--- config.mk ---
export PLATFORM = sky130hd
export DESIGN_NAME = logic_reg_responder
export DESIGN_NICKNAME = d
export VERILOG_FILES = /design/src/rtl/logic_reg_responder_pkg.sv /design/src/rtl/logic_reg_responder_ext_timeout.sv /design/src/rtl/logic_reg_responder.sv
export SDC_FILE = /design/constraint.sdc
export NUM_CORES = 1
export LEC_CHECK = 0
export ABC_CLOCK_PERIOD_IN_PS = 19750
export BUFFER_PORTS_ARGS = -buffer_cell sky130_fd_sc_hd__buf_2
export CORE_MARGIN = 3
export CORE_UTILIZATION = 54
export DETAILED_ROUTE_END_ITERATION = 6
export PLACE_DENSITY_LB_ADDON = 0.2
export SYNTH_ARGS = -nofsm -noshare
export SYNTH_HDL_FRONTEND = slang
export SYNTH_HIERARCHICAL = 1
export SYNTH_SLANG_ARGS = --single-unit
--- constraint.sdc ---
create_clock -name clk -period 19.75 [get_ports clk]
set_clock_uncertainty 0.05 [all_clocks]
set_input_delay 3.95 -clock clk [delete_from_list [all_inputs] [get_ports clk]]
set_output_delay 3.95 -clock clk [all_outputs]
set_load 0.01 [all_outputs]
--- src/rtl/logic_reg_responder_pkg.sv ---
// Shared constants, FSM encoding and address decode for the logic-bus responder.
// Anything that talks to the 12/16-bit logic bus can reuse this package.
package logic_reg_responder_pkg;

  localparam int ADR_W = 12;
  localparam int DAT_W = 16;

  localparam logic [ADR_W-1:0] ADR_STATUS = 12'h0FE;
  localparam logic [ADR_W-1:0] ADR_ID     = 12'h0FF;
  localparam logic [DAT_W-1:0] DEAD_WORD  = 16'hDEAD;

  typedef enum logic [1:0] {
    ST_IDLE,
    ST_EXT,
    ST_ACK,
    ST_REL
  } state_t;

  typedef enum logic [2:0] {
    RG_LOCAL,
    RG_STATUS,
    RG_ID,
    RG_EXT,
    RG_UNMAPPED
  } region_t;

  // Local registers win over every other window when the ranges overlap.
  function automatic region_t decode_adr(input logic [ADR_W-1:0] adr,
                                         input int               n_regs,
                                         input logic [ADR_W-1:0] ext_base);
    if (int'(adr) < n_regs) return RG_LOCAL;
    if (adr == ADR_STATUS)  return RG_STATUS;
    if (adr == ADR_ID)      return RG_ID;
    if (adr >= ext_base)    return RG_EXT;
    return RG_UNMAPPED;
  endfunction

endpackage

--- src/rtl/logic_reg_responder_ext_timeout.sv ---
// Loadable down-counter with an expiry flag; shared by the bus bridges that
// need to give up on a silent downstream port.
module logic_ext_timeout
  import logic_reg_responder_pkg::*;
#(
  parameter int W = DAT_W
) (
  input  logic         clk,
  input  logic         rst,
  input  logic         i_load,
  input  logic [W-1:0] i_load_val,
  input  logic         i_en,
  output logic         o_expired
);

  logic [W-1:0] r_cnt;

  always_ff @(posedge clk or posedge rst) begin
    if (rst) begin
      r_cnt <= '0;
    end else if (i_load) begin
      r_cnt <= i_load_val;
    end else if (i_en && (r_cnt != '0)) begin
      r_cnt <= r_cnt - 1'b1;
    end
  end

  assign o_expired = (r_cnt == '0);

endmodule

--- src/rtl/logic_reg_responder.sv ---
// Terminates the UART command processor's logic bus: local R/W registers,
// status and ID words, and a timed-out forwarding window for high addresses.
module logic_reg_responder
  import logic_reg_responder_pkg::*;
#(
  parameter int               N_REGS      = 16,
  parameter logic [DAT_W-1:0] REG_RST     = 16'h0000,
  parameter logic [DAT_W-1:0] FW_ID       = 16'h0001,
  parameter logic [ADR_W-1:0] EXT_BASE    = 12'h100,
  parameter int               EXT_TIMEOUT = 255
) (
  input  logic                    clk,
  input  logic                    rst,
  input  logic [ADR_W-1:0]        i_logic_adr,
  input  logic [DAT_W-1:0]        i_logic_wr_data,
  input  logic                    i_logic_wr_req,
  input  logic                    i_logic_rd_req,
  output logic                    o_logic_ack,
  output logic [DAT_W-1:0]        o_logic_rd_data,
  input  logic [DAT_W-1:0]        i_stat_in,
  output logic [DAT_W*N_REGS-1:0] o_reg_q,
  output logic [N_REGS-1:0]       o_wr_strobe,
  output logic [ADR_W-1:0]        o_ext_adr,
  output logic [DAT_W-1:0]        o_ext_wr_data,
  output logic                    o_ext_wr_req,
  output logic                    o_ext_rd_req,
  input  logic                    i_ext_ack,
  input  logic [DAT_W-1:0]        i_ext_rd_data,
  output logic [DAT_W-1:0]        o_err_cnt
);

  localparam int               IDX_W    = (N_REGS > 1) ? $clog2(N_REGS) : 1;
  // Loading TIMEOUT-1 keeps the downstream request up for exactly EXT_TIMEOUT cycles.
  localparam logic [DAT_W-1:0] TMO_LOAD = DAT_W'(EXT_TIMEOUT - 1);

  state_t           r_state;
  state_t           w_next;
  logic [DAT_W-1:0] r_regs [N_REGS];
  logic             r_is_wr;

  logic             w_req;
  logic             w_is_wr;
  logic             w_accept;
  logic             w_in_ext;
  logic             w_expired;
  logic             w_ext_done;
  logic             w_timeout;
  logic             w_err_inc;
  region_t          w_region;
  logic [IDX_W-1:0] w_idx;

  assign w_req      = i_logic_wr_req | i_logic_rd_req;
  assign w_is_wr    = i_logic_wr_req;
  assign w_region   = decode_adr(i_logic_adr, N_REGS, EXT_BASE);
  assign w_idx      = i_logic_adr[IDX_W-1:0];
  assign w_accept   = (r_state == ST_IDLE) && w_req;
  assign w_in_ext   = (r_state == ST_EXT);
  assign w_ext_done = w_in_ext && i_ext_ack;
  assign w_timeout  = w_in_ext && !i_ext_ack && w_expired;
  assign w_err_inc  = (w_accept && (w_region == RG_UNMAPPED)) || w_timeout;

  logic_ext_timeout #(.W(DAT_W)) u_timeout (
    .clk        (clk),
    .rst        (rst),
    .i_load     (w_accept),
    .i_load_val (TMO_LOAD),
    .i_en       (w_in_ext),
    .o_expired  (w_expired)
  );

  always_ff @(posedge clk or posedge rst) begin
    if (rst) r_state <= ST_IDLE;
    else     r_state <= w_next;
  end

  // REL holds off re-acceptance until the master has released both requests.
  always_comb begin
    w_next = r_state;
    case (r_state)
      ST_IDLE: if (w_req) w_next = (w_region == RG_EXT) ? ST_EXT : ST_ACK;
      ST_EXT:  if (i_ext_ack || w_expired) w_next = ST_ACK;
      ST_ACK:  w_next = ST_REL;
      ST_REL:  if (!w_req) w_next = ST_IDLE;
      default: w_next = ST_IDLE;
    endcase
  end

  always_comb begin
    o_logic_ack = (r_state == ST_ACK);
  end

  always_ff @(posedge clk or posedge rst) begin
    if (rst) begin
      r_is_wr         <= 1'b0;
      o_logic_rd_data <= '0;
      o_ext_adr       <= '0;
      o_ext_wr_data   <= '0;
      o_ext_wr_req    <= 1'b0;
      o_ext_rd_req    <= 1'b0;
      o_err_cnt       <= '0;
    end else begin
      if (w_accept) begin
        r_is_wr <= w_is_wr;
        if (!w_is_wr) begin
          case (w_region)
            RG_LOCAL:    o_logic_rd_data <= r_regs[w_idx];
            RG_STATUS:   o_logic_rd_data <= i_stat_in;
            RG_ID:       o_logic_rd_data <= FW_ID;
            RG_UNMAPPED: o_logic_rd_data <= DEAD_WORD;
            default:     ;
          endcase
        end
        if (w_region == RG_EXT) begin
          o_ext_adr     <= i_logic_adr - EXT_BASE;
          o_ext_wr_data <= i_logic_wr_data;
          o_ext_wr_req  <= w_is_wr;
          o_ext_rd_req  <= !w_is_wr;
        end
      end
      if (w_ext_done) begin
        o_ext_wr_req <= 1'b0;
        o_ext_rd_req <= 1'b0;
        if (!r_is_wr) o_logic_rd_data <= i_ext_rd_data;
      end
      if (w_timeout) begin
        o_ext_wr_req    <= 1'b0;
        o_ext_rd_req    <= 1'b0;
        o_logic_rd_data <= DEAD_WORD;
      end
      if (w_err_inc && (o_err_cnt != 16'hFFFF)) o_err_cnt <= o_err_cnt + 1'b1;
    end
  end

  always_ff @(posedge clk or posedge rst) begin
    if (rst) begin
      o_wr_strobe <= '0;
      for (int k = 0; k < N_REGS; k++) r_regs[k] <= REG_RST;
    end else begin
      o_wr_strobe <= '0;
      for (int k = 0; k < N_REGS; k++) begin
        if (w_accept && w_is_wr && (w_region == RG_LOCAL) && (int'(w_idx) == k)) begin
          r_regs[k]      <= i_logic_wr_data;
          o_wr_strobe[k] <= 1'b1;
        end
      end
    end
  end

  always_comb begin
    o_reg_q = '0;
    for (int k = 0; k < N_REGS; k++) o_reg_q[DAT_W*k +: DAT_W] = r_regs[k];
  end

endmodule
==> results of run 1 <==
state kept, by name, indices dropped and copies added, names as in the netlist:
name             cells
o_ext_wr_data       16
o_reg_q            256
u_timeout/r_cnt     16
o_ext_adr           12
o_ext_wr_req         1
r_is_wr              1
o_ext_rd_req         1
o_err_cnt           16
o_wr_strobe         16
o_logic_rd_data     16
r_state              2
synth_stat cells (3+ instances only):
| library cell | number |
|---|---|
| o21ai_0 | 14 |
| o21a_1 | 3 |
| xor2_1 | 14 |
| buf_4 | 5 |
| o22ai_1 | 10 |
| buf_1 | 3 |
| nand3_4 | 4 |
| nor2_1 | 48 |
| nor4_1 | 9 |
| nand3_1 | 14 |
| ha_1 | 8 |
| a21oi_1 | 18 |
| and2_1 | 5 |
| nand2_1 | 112 |
| mux2i_1 | 3 |
| clkbuf_1 | 30 |
| inv_1 | 17 |
| or3_1 | 3 |
| mux2_1 | 31 |
| or2_2 | 4 |
| a211oi_1 | 11 |
| mux2_4 | 49 |
| a31oi_1 | 8 |
| nand4_1 | 7 |
| mux4_2 | 67 |
| mux2_2 | 178 |
| buf_2 | 14 |
| buf_6 | 17 |
| nand2_4 | 11 |
| or4_1 | 5 |
| nor2_8 | 3 |
| a22oi_1 | 25 |
| a211o_1 | 3 |
| dfrtp_1 | 353 |
| xnor2_1 | 4 |
| nor3_1 | 8 |
| nor3b_1 | 4 |
| nor2b_1 | 5 |
| nand2b_1 | 9 |
| and4_1 | 4 |
cells by family after synthesis:
logic type      after synthesis  share of synthesized area, %
xor+xnor                     18                         0.948
simple gates                274                          9.19
buf+inv                      89                          3.13
flops                       353                          53.1
other cells                   2                        0.0451
fa+ha+maj                     8                         0.602
mux                         330                          28.1
compound gates              114                          4.85
metrics by stage:
step | cell area [um2] | power, mW | instances | hold slack (ns) | setup slack [ns]
floorplan | 16700 | 1.10 | 1202 | 0.426 | 6.41
global placement | 18800 | 1.23 | 1931 | 0.402 | 12.93
detailed placement | 18800 | 1.25 | 1931 | 0.408 | 12.89
CTS | 20100 | 1.95 | 1998 | 0.423 | 13.43
global route | 20100 | 2.03 | 1998 | 0.450 | 13.22
finish | 20100 | 1.95 | 1998 | 0.420 | 13.38
report_power, final:
part | internal [mW] | total, mW | switching (mW) | leakage (nW)
Sequential | 0.804 | 0.869 | 0.0645 | 4.79
Clock | 0.417 | 0.708 | 0.290 | 0.629
Combinational | 0.146 | 0.369 | 0.222 | 5.57
cell type report:
type	instances	area, um2
fillers	2241	9960
flip-flops and latches	353	8830
well taps	390	488
multi-input cells	760	7340
inverters	18	75.1
clock buffers	58	1200
clock inverters	9	52.6
repair buffers	410	2080
path summary, 6_finish.rpt:
kind	to	slack (ns)	cells past startpoint
hold reg to reg	o_ext_wr_data[6]$_DFFE_PP0P_	0.42	2
setup / recovery	o_reg_q[97]$_DFFE_PP0P_	13.38	6
hold / removal	o_ext_wr_data[6]$_DFFE_PP0P_	0.42	2
min in group asynchronous	u_timeout/r_cnt[8]$_DFFE_PP0P_	3.56	2
setup reg to reg	o_logic_rd_data[3]$_DFF_PP0_	16.10	10
max in group asynchronous	o_reg_q[130]$_DFFE_PP0P_	14.47	3
worst register-to-register path, cell delays in order (launching register included):
cell and delay [ns]:
dfrtp_1 0.40, inv_1 0.10, ha_1 0.24, or4b_2 0.64, or4_4 0.45, inv_2 0.11, o21a_1 0.19, a21boi_0 0.61
a211o_1 0.56, a211oi_1 0.12, nor2_1 0.12
layer usage:
layer	part of all wire, %	wire, um	up-vias
met4	3.3	1690	0
met3	8.0	4130	102
met5	0	0	-
met2	48	25000	568
li1	-	-	5140
met1	40	20800	6295
==> reports/results.md, run 1 <==
| Metric | Reported | Unit |
| --- | --- | --- |
| Required time worst endpoint | 20.09 | ns |
| Core Region | 0.0300 | mm2 |
| Wire length of the first global-routing pass | 78700 | um |
| Max Transition Viols Final | 0 | - |
| Delay contributed by the slowest stage of the critical path | 0.59 | ns |
| Maximum ir drop on the vdd rail | 0.0700 | mV |
| Top delay family on crit path | buffers and inverters | - |
| Die span in x | 182 | um |
| EDFF count, synth | 0 | - |
| Leakage | 11.0 | nW |
| TritonCTS clock tree | yes | - |
| CP Max Fanout | 35 | - |
| Worst skew pair latency | 0.52 | ns |
| Maximum Capacitance Violations | 0 | - |
| Syn Area/Cell | 14.0 | um2 |
| Yosys top cell area share | 53.1 | % |
| Sequence of cells on the critical path | buf_4 -> buf_4 -> inv_1 -> nor3_4 -> nand3_4 -> mux2_4 | - |
| Die height | 182 | um |
| Fraction of final layout cells with drive strength greater than 1 | 50.4 | % |
| Period minus WS final | 6.37 | ns |
| Post-CTS Repair Setup Buffers | 0 | - |
| DRT Wirelength | 51700 | um |
| Top FF cell, synth | dfrtp_1 | - |
| Post-layout util | 66.8 | % |
| Crit. End Element | flop | - |
| Unrepaired setup endpoints after global routing | false | - |
| Root cell of the clock tree | clkbuf_16 | - |
| Fmax | 157 | MHz |
| Top cells by area in the synthesized netlist | dfrtp_1 (53%), mux2_2 (12%), mux4_2 (9.1%), mux2_4 (4.4%), nand2_1 (2.5%) | - |
| Startpoint of the lowest-slack hold path | o_ext_wr_data[6]$_DFFE_PP0P_ | - |
| Final GP Congestion | 0.883 | - |
| Cell occurring most often along the worst timing path | buf_4 | - |
| Cell area after synthesis | 0.0166 | mm2 |
| Setup-failing EPs final | 0 | - |
| CP Class | in2reg | - |
| DR WL/cell | 25.9 | um |
| Starting density of the core | 55.4 | % |
| Synthesized instance count | 1188 | - |
| Worst setup SP type | primary input | - |
| Portion of the clock cycle consumed by the worst path in the final layout | 32.2 | % |
| Cell at the slowest stage of the critical path | buf_4 | - |
| Antenna violations before repair | 0 | - |
| Number of placement rows | 63 | - |
| Commonest non-fill, non-tap cells in the layout | buf_2 (397), dfrtp_1 (353), mux2_2 (178) | - |
| Worst path arrival time | 6.71 | ns |
| Total number of clock tree sinks | 353 | - |
| Number of antenna diodes | 0 | - |
| Slew at the pin closest to its max-slew limit | 1.26 | ns |
| Number of DRC markers in iteration 0 | 808 | - |
| Area growth syn-to-layout | 20.7 | % |
| DR vias/cell | 6.06 | - |
| Number of distinct library cell variants in the gate-level netlist after synthesis | 74 | - |
| Most common cell after layout, fill and taps aside | buf_2 | - |
| Layer carrying the most global-route usage | met2 | - |
| Largest area contributor in the synthesized netlist | dfrtp_1 | - |
| Bufs and invs on worst path | 3 | - |
| DP Wirelength | 35000 | um |
| GRT met1 Usage | 42.4 | % |
| Number of global-route vias before repair | 12456 | - |
| Global routing usage on met3 | 6.49 | % |
| Power per cell area | 96.9 | mW/mm2 |
| Die Outline Area | 0.0329 | mm2 |
| Maximum level of the CTS H-tree | 2 | - |
| Clock edge transition at the registers on the reported setup and hold paths | 0.06 | ns |
| Via count of the routed design | 12105 | - |
| Hold violation total from the final report | 0 | - |
| Gr usage total | 31.2 | % |
| Reg-to-Reg Start | u_timeout/r_cnt[0]$_DFFE_PP0P_ | - |
| CTS Buffer Depth | 3 | - |
| Leftover overflow at the end of global routing | 0 | - |
| Fraction of registers with async set or reset after synthesis | 100 | % |
| Number of synthesized register bits | 353 | - |
| Hold-fix buffers at CTS | 0 | - |
| Summed negative setup slack over all endpoints | 0 | ns |
| Total Nets Final | 1654 | - |
| Quantity of gates resized following cts | 0 | - |
| Path type of the worst min-delay path | reg2reg | - |
| Launch point of the worst path | i_logic_adr[1] | - |
| Residual antenna-violating net count after detailed routing | 0 | - |
| CTS Buf Count | 38 | - |
| Met2 usage | 50.8 | % |
| Max-Slew Margin vs Limit | 15.6 | % |
| Number of remaining DRC errors | 0 | - |
| Count of TritonRoute iterations in the first routing pass | 5 | - |
| Result of the run | finished, final reports clean | - |
| Pin count of the biggest net entering global routing | 117 | - |
| Buffers added on ports | 399 | - |
| I/O pin cnt | 400 | - |
| Total of warnings raised by yosys | 6 | - |
| Post-synthesis sequential area ratio | 53.1 | % |
Power figures use the tool's default switching activity.
==> run 2, diff against run 1 <==
--- a/config.mk
+++ b/config.mk
@@ -5,10 +5,11 @@
 export SDC_FILE = /design/constraint.sdc
 export NUM_CORES = 1
 export LEC_CHECK = 0
-export ABC_CLOCK_PERIOD_IN_PS = 19750
+export ABC_AREA = 1
+export ABC_CLOCK_PERIOD_IN_PS = 5300
 export BUFFER_PORTS_ARGS = -buffer_cell sky130_fd_sc_hd__buf_2
 export CORE_MARGIN = 3
-export CORE_UTILIZATION = 54
+export CORE_UTILIZATION = 49
 export DETAILED_ROUTE_END_ITERATION = 6
 export PLACE_DENSITY_LB_ADDON = 0.2
 export SYNTH_ARGS = -nofsm -noshare
==> constraint.sdc (replaced) <==
create_clock -name clk -period 5.3 [get_ports clk]
set_clock_uncertainty 0.05 [all_clocks]
set_input_delay 1.06 -clock clk [delete_from_list [all_inputs] [get_ports clk]]
set_output_delay 1.06 -clock clk [all_outputs]
set_load 0.01 [all_outputs]
==> run 2 against run 1 <==
Compared with the run above: first-iteration DRC count rose by 98%; largest cell class unchanged; synthesized cell count rose by 69%; flip-flop and latch count did not move; largest power group unchanged; critical path type unchanged; highest routed layer unchanged; utilization fell by 5.6 points.
==> reports/results.md, run 2 <==
| Metric | Reported | Unit | Delta |
| --- | --- | --- | --- |
| Result of the run | finished, final reports clean | - |  |
| Worst skew pair latency | 0.53 | ns | about the same |
| Delay contributed by the slowest stage of the critical path | 0.56 | ns | -0.03 ns |
| Cell at the slowest stage of the critical path | nand2_2 | - |  |
| Cell with the most instances after synthesis | nand2_1 | - |  |
| DR vias/cell | 5.57 | - | -8.1% |
| Die height | 189 | um | +4.0% |
| Number of antenna diodes | 0 | - | unchanged |
| Most frequent cells after synthesis | nand2_1 (628), dfrtp_1 (353), o21ai_0 (305) | - |  |
| Number of synthesized register bits | 353 | - | unchanged |
| Top cells by area in the synthesized netlist | dfrtp_1 (54%), nand2_1 (14%), o21ai_0 (9.3%), inv_1 (3.8%), o22ai_1 (2.7%) | - |  |
| Largest area contributor in the synthesized netlist | dfrtp_1 | - |  |
| Synthesized instance count | 2012 | - | +69% |
| Commonest non-fill, non-tap cells in the layout | nand2_1 (625), buf_2 (399), dfrtp_1 (353) | - |  |
| Max Transition Viols Final | 0 | - | unchanged |
| DP Wirelength | 42100 | um | +20% |
| I/O pin cnt | 400 | - | unchanged |
| Count of TritonRoute iterations in the first routing pass | 6 | - | +1 |
| Area taken by multi-input logic gates | 0.00644 | mm2 | -12% |
| Clock edge transition at the registers on the reported setup and hold paths | 0.06 | ns | about the same |
| Buffers added on ports | 399 | - | unchanged |
| Maximum level of the CTS H-tree | 2 | - | unchanged |
| Pin count of the biggest net entering global routing | 132 | - | +13% |
| Residual antenna-violating net count after detailed routing | 0 | - | unchanged |
| Number of distinct library cell variants in the gate-level netlist after synthesis | 44 | - | -41% |
| Crit. End Element | flop | - |  |
| CTS Buffer Depth | 3 | - | unchanged |
| Cell area after synthesis | 0.0164 | mm2 | -1.5% |
| Wire length of the first global-routing pass | 89400 | um | +14% |
| Syn Area/Cell | 8.14 | um2 | -42% |
| Cell occurring most often along the worst timing path | nand2_1 | - |  |
| Most common cell after layout, fill and taps aside | nand2_1 | - |  |
| Max-Slew Margin vs Limit | 27.8 | % | +12 points |
| Portion of the clock cycle consumed by the worst path in the final layout | 68.7 | % |  |
| Final standard cell count with taps included and fillers excluded | 2846 | - | +42% |
| DRT Wirelength | 59500 | um | +15% |
| Total of warnings raised by yosys | 6 | - | unchanged |
| Unrepaired setup endpoints after global routing | false | - |  |
| Post-synthesis sequential area ratio | 53.9 | % | +0.83 points |
| Fraction of final layout cells with drive strength greater than 1 | 22.7 | % | -28 points |
| EDFF count, synth | 0 | - | unchanged |
| Quantity of gates resized following cts | 0 | - | unchanged |
| Total number of clock tree sinks | 353 | - | unchanged |
| Via count of the routed design | 15844 | - | +31% |
| Count of fill cells added during filler insertion | 2913 | - | +30% |
| Worst setup SP type | primary input | - |  |
| Required time worst endpoint | 5.70 | ns | -14.39 ns |
| Path type of the worst min-delay path | reg2reg | - |  |
| Starting density of the core | 50.0 | % | -5.4 points |
| CP Class | in2reg | - |  |
| Combined flip-flop and latch cell area | 0.00883 | mm2 | unchanged |
| Number of remaining DRC errors | 0 | - | unchanged |
| Yosys top cell area share | 53.9 | % | +0.83 points |
| Worst path setup slack after routing | 1.66 | ns | -11.72 ns |
| Number of placement rows | 66 | - | +4.8% |
| Pre-CTS worst setup slack | 1.27 | ns | -11.62 ns |
| Fin Hold WS | 0.425 | ns | +0.00475 ns |
| Leakage | 10.5 | nW | -4.9% |
| Die Outline Area | 0.0357 | mm2 | +8.2% |
| Summed negative setup slack over all endpoints | 0 | ns | unchanged |
| CTS Buf Count | 39 | - | +2.6% |
| Die span in x | 189 | um | +4.0% |
| TritonCTS clock tree | yes | - |  |
| Leftover overflow at the end of global routing | 0 | - | unchanged |
| Hold violation total from the final report | 0 | - | unchanged |
| Root cell of the clock tree | clkbuf_16 | - |  |
| Number of global-route vias before repair | 14761 | - | +19% |
| Sequence of cells on the critical path | buf_2 -> inv_2 -> nand2_2 -> clkinv_1 -> nand2_1 -> nand4_1 -> nand2_1 -> nand3_1 -> nor2_1 -> o21ai_0 -> a21oi_1 | - |  |
| Fmax | 275 | MHz |  |
| Hold-fix buffers at CTS | 0 | - | unchanged |
| Top FF cell, synth | dfrtp_1 | - |  |
| Number of placed cells counting well taps | 2774 | - | +44% |
| DR WL/cell | 20.9 | um | -19% |
| Maximum Capacitance Violations | 0 | - | unchanged |
| Period minus WS final | 3.64 | ns |  |
| CP Max Fanout | 29 | - | -17% |
| Maximum ir drop on the vdd rail | 0.292 | mV | +320% |
| Worst path arrival time | 4.04 | ns | -2.67 ns |
| Core Region | 0.0328 | mm2 | +9.2% |
| Total Nets Final | 2447 | - | +48% |
| Antenna violations before repair | 0 | - | unchanged |
| Final GP Congestion | 0.906 | - | +2.6% |
| Setup-failing EPs final | 0 | - | unchanged |
| Post-CTS Repair Setup Buffers | 0 | - | unchanged |
| Number of DRC markers in iteration 0 | 1599 | - | +98% |
| Gr usage total | 32.6 | % | +1.5 points |
| Area growth syn-to-layout | 22.6 | % |  |
| Power per cell area | 405 | mW/mm2 | +320% |
| Max FFs per register | 256 | - | unchanged |
| Fraction of registers with async set or reset after synthesis | 100 | % | unchanged |
| Slew at the pin closest to its max-slew limit | 1.08 | ns | -0.180 ns |
## run 2: cell types whose count changed after synthesis, moves of 67 or more
cell	delta
nand2_1	+516
o21ai_0	+291
mux2_2	-178
inv_1	+148
nor2_1	+68
mux4_2	-67
## run 2: report_power, final
group | internal, mW | leakage [nW] | switching, mW | total (mW)
combinational | 0.625 | 5.31 | 1.16 | 1.78
sequential | 3.05 | 4.44 | 0.291 | 3.34
clock | 1.86 | 0.699 | 1.14 | 3.00
total | 5.53 | 10.5 | 2.59 | 8.12
## run 2: cell type report
class / count / area share (%)
flip-flops and latches: 353 / 44.0
multi-input cells: 1381 / 32.1
repair buffers: 413 / 10.6
clock buffers: 55 / 5.71
inverters: 185 / 3.48
well taps: 442 / 2.75
clock inverters: 17 / 1.40
## run 2: final timing paths
check | to | slack, ns | start | cells past startpoint
worst min-delay path | r_is_wr$_DFFE_PP0P_ | 0.42 | r_is_wr$_DFFE_PP0P_ | 2
worst min register to register | r_is_wr$_DFFE_PP0P_ | 0.42 | r_is_wr$_DFFE_PP0P_ | 2
min in group asynchronous | o_ext_adr[5]$_DFFE_PP0P_ | 0.52 | rst | 2
worst max register to register | o_err_cnt[3]$_DFFE_PP0P_ | 2.10 | u_timeout/r_cnt[0]$_DFFE_PP0P_ | 13
max in group asynchronous | o_reg_q[129]$_DFFE_PP0P_ | 3.55 | rst | 3
worst max-delay path | o_logic_rd_data[1]$_DFF_PP0_ | 1.66 | i_logic_adr[1] | 11
## run 2: kinds of logic after synthesis
| kind of cell | Yosys count | synth area share (%) |
|---|---|---|
| AND/OR/NAND/NOR | 870 | 21.9 |
| AO/OA/AOI/OAI | 463 | 15.0 |
| flip-flops | 353 | 53.9 |
| buffers and inverters | 292 | 7.14 |
| XOR/XNOR | 23 | 1.23 |
| adder cells (fa/ha/maj) | 9 | 0.687 |
| other | 2 | 0.0458 |
## run 2: layer usage
layer	wire, um	GRT usage [%]	vias to the layer above
met5	0	0	-
met3	5950	6.25	125
li1	-	-	7220
met1	24000	45.5	7596
met4	2610	13.1	0
met2	27000	50.7	903
## run 2: per-stage QoR
step	total power [mW]	util, %	instance area [um2]
after CTS	8.13	61.2	20100
final	8.12	61.2	20100
after global placement	5.09	56.9	18600
after floorplan	4.46	-	16400
after detailed placement	5.14	56.9	18600
after global routing	8.52	61.2	20100
## run 2: worst max-delay path, delay by kind of cell
family / cells / cell delay (ns)
buf+inv: 3 / 1.04
compound gates: 2 / 0.30
simple gates: 6 / 1.60
==> run 3, diff against run 2 <==
--- a/config.mk
+++ b/config.mk
@@ -6,10 +6,10 @@
 export NUM_CORES = 1
 export LEC_CHECK = 0
 export ABC_AREA = 1
-export ABC_CLOCK_PERIOD_IN_PS = 5300
+export ABC_CLOCK_PERIOD_IN_PS = 3800
 export BUFFER_PORTS_ARGS = -buffer_cell sky130_fd_sc_hd__buf_2
 export CORE_MARGIN = 3
-export CORE_UTILIZATION = 49
+export CORE_UTILIZATION = 54
 export DETAILED_ROUTE_END_ITERATION = 6
 export PLACE_DENSITY_LB_ADDON = 0.2
 export SYNTH_ARGS = -nofsm -noshare
==> constraint.sdc (replaced) <==
create_clock -name clk -period 3.8 [get_ports clk]
set_clock_uncertainty 0.05 [all_clocks]
set_input_delay 0.76 -clock clk [delete_from_list [all_inputs] [get_ports clk]]
set_output_delay 0.76 -clock clk [all_outputs]
set_load 0.01 [all_outputs]
==> run 3 against run 2 <==
Compared with the run above: sequential power is 39% higher; die area is 9.0% lower; global-route usage is 2.2 points higher; non-clock buffer count is 14 higher; flip-flop and latch count stayed put; setup slack worse by 1.0 ns; clock power is 27% higher.
==> reports/results.md, run 3 (synthesis gave the netlist of run 2 again) <==
| Metric | Reported | Unit | Delta |
| --- | --- | --- | --- |
| Result of the run | finished, final reports clean | - |  |
| Total Nets Final | 2460 | - | +0.53% |
| Number of remaining DRC errors | 0 | - | unchanged |
| Count of fill cells added during filler insertion | 2532 | - | -13% |
| Quantity of gates resized following cts | 0 | - | unchanged |
| Die Outline Area | 0.0325 | mm2 | -9.0% |
| Maximum Capacitance Violations | 0 | - | unchanged |
| Fraction of final layout cells with drive strength greater than 1 | 22.9 | % | +0.22 points |
| Path type of the worst min-delay path | in2async | - |  |
| Crit. End Element | flop | - |  |
| Top delay family on crit path | simple AND/OR/NAND/NOR gates | - |  |
| Unrepaired setup endpoints after global routing | false | - |  |
| Required time worst endpoint | 4.19 | ns | -1.51 ns |
| Slew at the pin closest to its max-slew limit | 1.12 | ns | +0.0350 ns |
| Pin count of the biggest net entering global routing | 93 | - | -30% |
| Number of antenna diodes | 0 | - | unchanged |
| DP Wirelength | 41900 | um | -0.43% |
| Buffers added on ports | 399 | - | unchanged |
| Maximum level of the CTS H-tree | 2 | - | unchanged |
| Clock edge transition at the registers on the reported setup and hold paths | 0.06 | ns | about the same |
| Setup-failing EPs final | 0 | - | unchanged |
| CP Class | reg2reg | - |  |
| Reg-to-Reg Start | u_timeout/r_cnt[0]$_DFFE_PP0P_ | - |  |
| Bufs and invs on worst path | 3 | - | unchanged |
| Gr usage total | 34.8 | % | +2.2 points |
| Antenna violations before repair | 0 | - | unchanged |
| Area taken by multi-input logic gates | 0.00644 | mm2 | unchanged |
| Register-to-Register Setup Slack | 0.64 | ns | -1.46 ns |
| Commonest non-fill, non-tap cells in the layout | nand2_1 (625), buf_2 (399), dfrtp_1 (353) | - |  |
| TritonCTS clock tree | yes | - |  |
| Number of global-route vias before repair | 15053 | - | +2.0% |
| Worst path arrival time | 3.55 | ns | -0.49 ns |
| Maximum ir drop on the vdd rail | 0.388 | mV | +33% |
| I/O pin cnt | 400 | - | unchanged |
| Post-CTS Repair Setup Buffers | 0 | - | unchanged |
| Capturing point of the worst reg2reg path | o_err_cnt[1]$_DFFE_PP0P_ | - |  |
| Sequence of cells on the critical path | inv_1 -> ha_1 -> nand2_2 -> nor2_1 -> nand3b_1 -> nor3_1 -> nor3b_1 -> inv_1 -> o21ai_2 -> nand2_4 -> inv_2 -> nand2_1 -> o21ai_1 | - |  |
| Worst setup SP type | flop | - |  |
| Number of placement rows | 63 | - | -4.5% |
| Die height | 180 | um | -4.6% |
| DR WL/cell | 20.8 | um | -0.49% |
| Total number of clock tree sinks | 353 | - | unchanged |
| Routed length on met2 | 27000 | um | about the same |
| DRT Wirelength | 58300 | um | -2.0% |
| Residual antenna-violating net count after detailed routing | 0 | - | unchanged |
| CTS Buffer Depth | 3 | - | unchanged |
| Total chip power | 10.9 | mW | +35% |
| Combined flip-flop and latch cell area | 0.00883 | mm2 | unchanged |
| Met1 routed wirelength after detailed routing | 22600 | um | -5.7% |
| Final GP Congestion | 0.929 | - | +2.6% |
| Number of DRC markers in iteration 0 | 1623 | - | +1.5% |
| Max FFs per register | 256 | - | unchanged |
| Root cell of the clock tree | clkbuf_16 | - |  |
| Top layer reached by signal wires | met4 | - |  |
| Max-Slew Margin vs Limit | 25.5 | % | -2.3 points |
| Via count of the routed design | 15805 | - | -0.25% |
| Cell occurring most often along the worst timing path | inv_1 | - |  |
| Count of TritonRoute iterations in the first routing pass | 5 | - | -1 |
| Fmax | 316 | MHz |  |
| DR vias/cell | 5.64 | - | +1.3% |
| CP Max Fanout | 18 | - | -38% |
| Die span in x | 180 | um | -4.6% |
| Post-layout util | 67.2 | % | +5.9 points |
| Area growth syn-to-layout | 22.2 | % |  |
| Starting density of the core | 55.0 | % | +5.0 points |
| Worst skew pair latency | 0.53 | ns | about the same |
| Cell at the slowest stage of the critical path | dfrtp_1 | - |  |
| Leftover overflow at the end of global routing | 0 | - | unchanged |
| Delay contributed by the slowest stage of the critical path | 0.39 | ns | -0.17 ns |
| Fin Hold WS | 0.311 | ns | -0.114 ns |
| Hold violation total from the final report | 0 | - | unchanged |
| Hold-fix buffers at CTS | 0 | - | unchanged |
| Wire length of the first global-routing pass | 88800 | um | -0.70% |
| Number of placed cells counting well taps | 2736 | - | -1.4% |
| Final standard cell count with taps included and fillers excluded | 2802 | - | -1.5% |
| Period minus WS final | 3.16 | ns |  |
| Core Region | 0.0298 | mm2 | -9.1% |
| Met3 wire length | 5840 | um | -1.8% |
| Leakage | 10.5 | nW | +0.25% |
| Most common cell after layout, fill and taps aside | nand2_1 | - |  |
| Portion of the clock cycle consumed by the worst path in the final layout | 83.2 | % |  |
| Power per cell area | 547 | mW/mm2 | +35% |
| CTS Buf Count | 38 | - | -2.6% |
| Register-to-Register Path Depth | 13 | - | unchanged |
| Max Transition Viols Final | 0 | - | unchanged |
==> run 3: cell count changes in the layout (fill, tap and decap cells not counted) <==
cell	previous run	this run
buf_4	12	23
clkbuf_16	40	41
clkinvlp_4	3	1
bufinv_16	7	2
clkbuf_1	6	7
clkbuf_8	9	11
buf_12	2	5
inv_6	1	0
clkinv_8	1	0
clkinv_2	6	5
==> run 3: per-layer routing <==
metal / track usage (%) / vias up
li1: - / 7234
met1: 46.2 / 7521
met2: 55.9 / 906
met3: 7.81 / 144
met4: 14.0 / 0
met5: 0 / -
==> run 3: how the worst max path moves through the flow <==
stage / from / to / slack, ns / cells past startpoint
2_1_floorplan: rst / o_err_cnt[0]$_DFFE_PP0P_ / -1.51 / 1
3_3_place_gp: i_logic_adr[0] / o_logic_rd_data[15]$_DFF_PP0_ / 0.74 / 11
3_5_place_dp: i_logic_adr[0] / o_logic_rd_data[15]$_DFF_PP0_ / 0.70 / 11
4_1_cts: u_timeout/r_cnt[0]$_DFFE_PP0P_ / o_err_cnt[1]$_DFFE_PP0P_ / 0.72 / 13
5_1_grt: u_timeout/r_cnt[0]$_DFFE_PP0P_ / o_err_cnt[1]$_DFFE_PP0P_ / 0.33 / 13
6_report: u_timeout/r_cnt[0]$_DFFE_PP0P_ / o_err_cnt[1]$_DFFE_PP0P_ / 0.64 / 13
==> run 3: where the power goes <==
group          leakage (nW)  internal, mW  switching [mW]
Sequential             4.44          4.26           0.394
Combinational          5.40         0.884            1.61
Clock                 0.640          2.31            1.50
==> run 3: final cells by class <==
type | count | share of cell area [%]
flip-flops and latches | 353 | 44.1
multi-input cells | 1381 | 32.2
repair buffers | 427 | 11.3
clock buffers | 59 | 6.01
inverters | 185 | 3.49
well taps | 390 | 2.44
clock inverters | 7 | 0.425
==> run 3: worst reg2reg max path, cell delays in order (launching register included) <==
cell and delay, ns:
dfrtp_1 0.39, inv_1 0.14, ha_1 0.22, nand2_2 0.10, nor2_1 0.34, nand3b_1 0.16, nor3_1 0.29, nor3b_1 0.33
inv_1 0.32, o21ai_2 0.19, nand2_4 0.17, inv_2 0.23, nand2_1 0.07, o21ai_1 0.09
==> run 3: stage by stage <==
stage	cell area (um2)	setup slack, ns	TNS [ns]
floorplan	16400	-1.51	-510.41
global placement	18700	0.743	0
detailed placement	18700	0.701	0
CTS	20000	0.716	0
global route	20000	0.332	0
finish	20000	0.639	0
